<file path="config.mk">
export PLATFORM = sky130hd
export DESIGN_NAME = disp_sr_mc
export DESIGN_NICKNAME = d
export VERILOG_FILES = /design/src/rtl/disp_sr_mc.sv
export SDC_FILE = /design/constraint.sdc
export NUM_CORES = 1
export LEC_CHECK = 0
export CORE_MARGIN = 2
export CORE_UTILIZATION = 40
export DETAILED_ROUTE_END_ITERATION = 8
export GPL_ROUTABILITY_DRIVEN = 0
export PLACE_DENSITY = 0.66
export SYNTH_ARGS = -nofsm -noshare
export SYNTH_HDL_FRONTEND = slang
export SYNTH_SLANG_ARGS = --single-unit
</file>
<file path="constraint.sdc">
create_clock -name clk -period 12.1 [get_ports clk]
set_input_delay 1.21 -clock clk [delete_from_list [all_inputs] [get_ports clk]]
set_output_delay 1.21 -clock clk [all_outputs]
set_load 0.1 [all_outputs]
</file>
<file path="src/rtl/disp_sr_mc.sv">
// Multi-chain display shift-register driver: snapshots a packed image per frame,
// shifts N_CHAIN serial chains on a shared sclk, latches, and PWM-drives oe_n.
module disp_sr_mc #(
  parameter int DATA_W    = 64,
  parameter int N_CHAIN   = 4,
  parameter int SCLK_DIV  = 4,
  parameter int MSB_FIRST = 1
) (
  input  logic                        clk,
  input  logic                        rst,
  input  logic                        tsc_1ppms,
  input  logic                        tsc_1ppus,
  input  logic [N_CHAIN*DATA_W-1:0]   disp_data,
  input  logic [7:0]                  disp_bright,
  output logic                        disp_sclk,
  output logic                        disp_lat,
  output logic [N_CHAIN-1:0]          disp_sin,
  output logic                        disp_oe_n,
  output logic                        busy,
  output logic                        overrun
);

  localparam int IDX_W = $clog2(DATA_W);
  localparam int DIV_W = (SCLK_DIV > 1) ? $clog2(SCLK_DIV) : 1;
  localparam logic [IDX_W-1:0] IDX_LAST = IDX_W'(DATA_W - 1);
  localparam logic [DIV_W-1:0] DIV_LAST = DIV_W'(SCLK_DIV - 1);

  typedef enum logic [1:0] {
    IDLE     = 2'd0,
    SHIFT_LO = 2'd1,
    SHIFT_HI = 2'd2,
    LATCH    = 2'd3
  } state_t;

  state_t                      state_r, state_s;
  logic [DIV_W-1:0]            div_cnt_r, div_cnt_s;
  logic [IDX_W-1:0]            idx_r, idx_s;
  logic [N_CHAIN*DATA_W-1:0]   shadow_r, shadow_s;
  logic                        pending_r, pending_s;
  logic                        overrun_s;
  logic                        phase_done_s;
  logic [IDX_W-1:0]            bit_pos_s;
  logic [DATA_W-1:0]           chain_s [N_CHAIN];
  logic [N_CHAIN-1:0]          sin_s;
  logic [7:0]                  pwm_cnt_r;

  logic                        sclk_r, lat_r, oe_n_r, busy_r, overrun_r;
  logic [N_CHAIN-1:0]          sin_r;

  assign phase_done_s = (div_cnt_r == DIV_LAST);

  // Frame sequencer next-state: phase counter, bit index and image snapshot
  always_comb begin
    state_s   = state_r;
    div_cnt_s = div_cnt_r;
    idx_s     = idx_r;
    shadow_s  = shadow_r;
    case (state_r)
      IDLE: begin
        div_cnt_s = '0;
        if (pending_r || tsc_1ppms) begin
          state_s  = SHIFT_LO;
          shadow_s = disp_data;
          idx_s    = '0;
        end else begin
          state_s  = IDLE;
        end
      end
      SHIFT_LO: begin
        if (phase_done_s) begin
          state_s   = SHIFT_HI;
          div_cnt_s = '0;
        end else begin
          div_cnt_s = div_cnt_r + DIV_W'(1);
        end
      end
      SHIFT_HI: begin
        if (phase_done_s) begin
          div_cnt_s = '0;
          if (idx_r == IDX_LAST) begin
            state_s = LATCH;
          end else begin
            state_s = SHIFT_LO;
            idx_s   = idx_r + IDX_W'(1);
          end
        end else begin
          div_cnt_s = div_cnt_r + DIV_W'(1);
        end
      end
      LATCH: begin
        if (phase_done_s) begin
          state_s   = IDLE;
          div_cnt_s = '0;
        end else begin
          div_cnt_s = div_cnt_r + DIV_W'(1);
        end
      end
      default: begin
        state_s   = IDLE;
        div_cnt_s = '0;
        idx_s     = '0;
      end
    endcase
  end

  // Trigger queueing: one trigger may wait behind a frame; a second one is dropped
  always_comb begin
    pending_s = pending_r;
    overrun_s = 1'b0;
    if (state_r == IDLE) begin
      pending_s = 1'b0;
      overrun_s = pending_r & tsc_1ppms;
    end else if (tsc_1ppms) begin
      if (pending_r) begin
        overrun_s = 1'b1;
      end else begin
        pending_s = 1'b1;
      end
    end else begin
      pending_s = pending_r;
    end
  end

  // Serial data for the upcoming cycle, taken from the next-state snapshot
  always_comb begin
    bit_pos_s = (MSB_FIRST != 0) ? (IDX_LAST - idx_s) : idx_s;
    sin_s     = '0;
    for (int c = 0; c < N_CHAIN; c++) begin
      chain_s[c] = shadow_s[c*DATA_W +: DATA_W];
      if ((state_s == SHIFT_LO) || (state_s == SHIFT_HI)) begin
        sin_s[c] = chain_s[c][bit_pos_s];
      end else begin
        sin_s[c] = 1'b0;
      end
    end
  end

  // Sequencer state registers
  always_ff @(posedge clk or posedge rst) begin
    if (rst) begin
      state_r   <= IDLE;
      div_cnt_r <= '0;
      idx_r     <= '0;
      shadow_r  <= '0;
      pending_r <= 1'b0;
    end else begin
      state_r   <= state_s;
      div_cnt_r <= div_cnt_s;
      idx_r     <= idx_s;
      shadow_r  <= shadow_s;
      pending_r <= pending_s;
    end
  end

  // PWM step counter, free-running on the microsecond tick
  always_ff @(posedge clk or posedge rst) begin
    if (rst) begin
      pwm_cnt_r <= 8'd0;
    end else if (tsc_1ppus) begin
      pwm_cnt_r <= pwm_cnt_r + 8'd1;
    end else begin
      pwm_cnt_r <= pwm_cnt_r;
    end
  end

  // Registered pin drivers; oe_n blanks on the same cycles the latch is high
  always_ff @(posedge clk or posedge rst) begin
    if (rst) begin
      sclk_r    <= 1'b0;
      lat_r     <= 1'b0;
      sin_r     <= '0;
      oe_n_r    <= 1'b1;
      busy_r    <= 1'b0;
      overrun_r <= 1'b0;
    end else begin
      sclk_r    <= (state_s == SHIFT_HI);
      lat_r     <= (state_s == LATCH);
      sin_r     <= sin_s;
      oe_n_r    <= !(pwm_cnt_r < disp_bright) || (state_s == LATCH);
      busy_r    <= (state_s != IDLE);
      overrun_r <= overrun_s;
    end
  end

  assign disp_sclk = sclk_r;
  assign disp_lat  = lat_r;
  assign disp_sin  = sin_r;
  assign disp_oe_n = oe_n_r;
  assign busy      = busy_r;
  assign overrun   = overrun_r;

endmodule

</file>
==> results.py <==
metrics = {
    "worst_setup_path": {
        "timing.critical_path.required_ns": 12.54,
        "cp-end-kind": "flop",
        "critical_path_buf_inv_count": 2,
        "worstPathMaxFanout": 54,
        "critical-path-slowest-cell": "a311o_1",
        "startpoint_type": "input port",
        "crit_family": "compound AO/OA/AOI/OAI gates",
        "worstSetupPathType": "input port to flop",
        "worstPathCellList": "clkdlybuf4s50_1, nor2_2, nor2_8, a311o_1, inv_1, and3_1, and2_1, a22oi_1, nand4_1, a221oi_1",
        "cp.arrival_ns": 5.52,
        "rr_startpoint": "state_r[1]",
        "slowest_delay_ns": 0.95,
        "critPathLaunch": "tsc_1ppms",
    },
    "clocking": {
        "cts_tree": "done",
        "cts.reportedPaths.clkPinSlew_ns": 0.06,
        "cts_buffer_depth": 3,
        "cts_root_buf": "clkbuf_16",
        "clk_latency_ns": 0.55,
        "cts_hold_buf": 0,
        "cts_htree_levels": 1,
        "clock_sinks": 284,
        "cts_setup_buffers": 0,
        "numCtsBuffers": 31,
        "ctsResizeCount": 0,
    },
    "logic_synthesis": {
        "yosys.area_share.adder_pct": 1.18,
        "synth_mux_area_share_pct": 24.6,
        "synth_xor_area_share_pct": 0.444,
        "yosysUniqueCellTypes": 64,
        "synth_edf_count": 0,
        "yosys_warnings": 0,
        "synth_flop_cell": "dfrtp_1",
        "synth_compound_area_share_pct": 8.60,
        "synth_top_family_by_area": "multiplexers",
        "synth_nets": 1436,
        "synth_seq_area_share_pct": 51.4,
        "synth_top_area_cell": "dfrtp_1",
        "netlist_instances": 1155,
        "yosysTopAreaCellShare_pct": 51.2,
        "synthSimpleGateAreaFrac_pct": 9.32,
        "avgSynthCellArea_um2": 12.0,
        "synth_area_um2": 13800,
        "ys_async_sr_fraction_pct": 100,
        "synth_area_leaders": "dfrtp_1, mux2_2, mux2i_1",
        "synth_seq_cells": 284,
    },
    "placed_design": {
        "dp_hpwl_um": 27800,
        "dpl.cell_count": 1816,
        "dpl_worst_slack_ns": 6.53,
        "io_buffers": 276,
        "postPlaceCellArea_um2": 16700,
    },
    "final_layout": {
        "design_area_um2": 17800,
        "fin_cells": 1872,
        "fill_cells": 2957,
        "final_nets": 1675,
        "layout_commonest_cell": "dfrtp_1",
        "multiInputGateArea_um2": 6110,
        "final_cell_mix": "dfrtp_1, clkdlybuf4s50_1, mux2_2, nand2_1, mux2i_1",
        "regArea_um2": 7110,
        "area_delta_synth_final_pct": 28.7,
        "drive_gt1_share_pct": 19.2,
    },
    "timing": {
        "worst_slack_ns": 7.02,
        "rsz0062_at_grt": "no",
        "maxSlewViolCount": 0,
        "max_freq_mhz": 197,
        "relSlewSlack_pct": 24.6,
        "fin_crit_ns": 5.08,
        "finalClockSkew_ns": 0.00943,
        "setup_viol": 0,
        "hold_violations": 0,
        "worst_pin_slew_ns": 1.13,
        "fin_crit_sh_pct": 42.0,
        "tns_ns": 0,
    },
    "power_and_ir_drop": {
        "peakVddDrop_mv": 0.0994,
        "powerDensity_nw_per_um2": 130,
        "power_leakage_uw": 0.00780,
    },
    "outcome": {
        "status": "completed",
    },
    "routing": {
        "via_per_inst": 5.29,
        "postRouteWirelength_um": 38600,
        "drtIter0Drc": 802,
        "routedWlPerCell_um": 20.6,
        "drt_pass1_iterations": 5,
        "ant_nets": 0,
        "drc": 0,
        "via_count": 9908,
    },
    "floorplan": {
        "rows": 68,
        "ios": 277,
        "die_w_um": 190,
        "initial_core_util_pct": 40.3,
        "die_area_um2": 36100,
        "core-area_um2": 34300,
        "die_h_um": 190,
    },
    "worst_hold_path": {
        "hold_path_class": "flop to flop",
        "hold_start": "div_cnt_r[0]",
    },
    "grt": {
        "gr-total-overflow": 0,
        "grt.total_usage_pct": 21.3,
        "grt_max_degree": 162,
        "grt_pass1_vias": 10333,
        "antenna_found_initial": 1,
        "grt_pass1_wl_um": 59200,
    },
    "run": {
        "maxCapViolCount": 0,
    },
}
==> state kept, by name, summed over array words and instances (netlist names), 2 cells and up <==
name       count
disp_sin       4
pwm_cnt_r      8
shadow_r     256
idx_r          6
div_cnt_r      2
state_r        2
==> power breakdown <==
group | switching (uW) | total, uW | internal (uW)
Combinational | 135 | 290 | 155
Sequential | 25.7 | 1030 | 1010
Clock | 385 | 997 | 613
Total | 546 | 2320 | 1770
==> through the flow <==
step | hold slack, ns | total power (uW) | utilization, %
final | 0.439 | 2320 | 51.9
after global routing | 0.485 | 2410 | 51.9
after CTS | 0.440 | 2340 | 51.9
after detailed placement | 0.433 | 1340 | 48.7
after global placement | 0.423 | 1340 | 48.7
after floorplan | 0.415 | 1190 | -
==> logic make-up after synthesis <==
| logic type | after synthesis |
|---|---|
| buffers and inverters | 96 |
| XOR/XNOR | 7 |
| AO/OA/AOI/OAI | 156 |
| adder cells (fa/ha/maj) | 13 |
| AND/OR/NAND/NOR | 287 |
| multiplexers | 312 |
| flip-flops | 284 |
==> worst reg2reg max path, stage by stage (launching register included) <==
cell and delay [ns]:
dfrtp_1 0.52, or2_1 0.52, nor2_8 0.74, a311o_1 0.99, inv_1 0.46, and3_1 0.32, and2_1 0.20, a22oi_1 0.44
nand4_1 0.22, a221oi_1 0.28
==> cell usage after synthesis (all sizes together), types with 2 or more instances <==
cell type / number
a2111oi: 6
a211oi: 7
a21o: 6
a21oi: 15
a221oi: 3
a22oi: 11
a311o: 7
and2: 6
and3: 3
buf: 60
clkbuf: 17
dfrtp: 283
ha: 13
inv: 19
mux2: 214
mux2i: 98
nand2: 185
nand2b: 15
nand3: 20
nand4: 8
nor2: 19
nor3: 20
o211a: 7
o211ai: 37
o21a: 8
o21ai: 21
o21bai: 5
o311ai: 13
or2: 2
or3: 4
xnor2: 4
xor2: 3
==> routing by layer <==
layer  up-vias  global-route usage [%]  part of all wire [%]
met5         -                       0                     0
met4         0                    5.75                   2.5
met3        64                    4.19                   8.2
met2       416                    33.9                    45
met1      4818                    29.9                    44
li1       4610                       -                     -
==> layout make-up <==
cell class | count | share of cell area (%)
flip-flops and latches | 284 | 40.0
well taps | 455 | 3.20
repair buffers | 283 | 15.9
inverters | 19 | 0.471
multi-input cells | 775 | 34.3
clock buffers | 44 | 5.20
diodes | 1 | 0.0141
clock inverters | 11 | 0.907
==> path summary, 6_finish.rpt <==
check                                end  slack [ns]  depth (start not counted)
max                          disp_sin[2]        7.02                         10
min                         div_cnt_r[0]        0.44                          1
max reg2reg                  disp_sin[2]        7.31                          9
min reg2reg                 div_cnt_r[0]        0.44                          1
max in group asynchronous  shadow_r[222]        9.50                          3
min in group asynchronous    shadow_r[6]        1.23                          2
(Power assumes the default switching activity.)
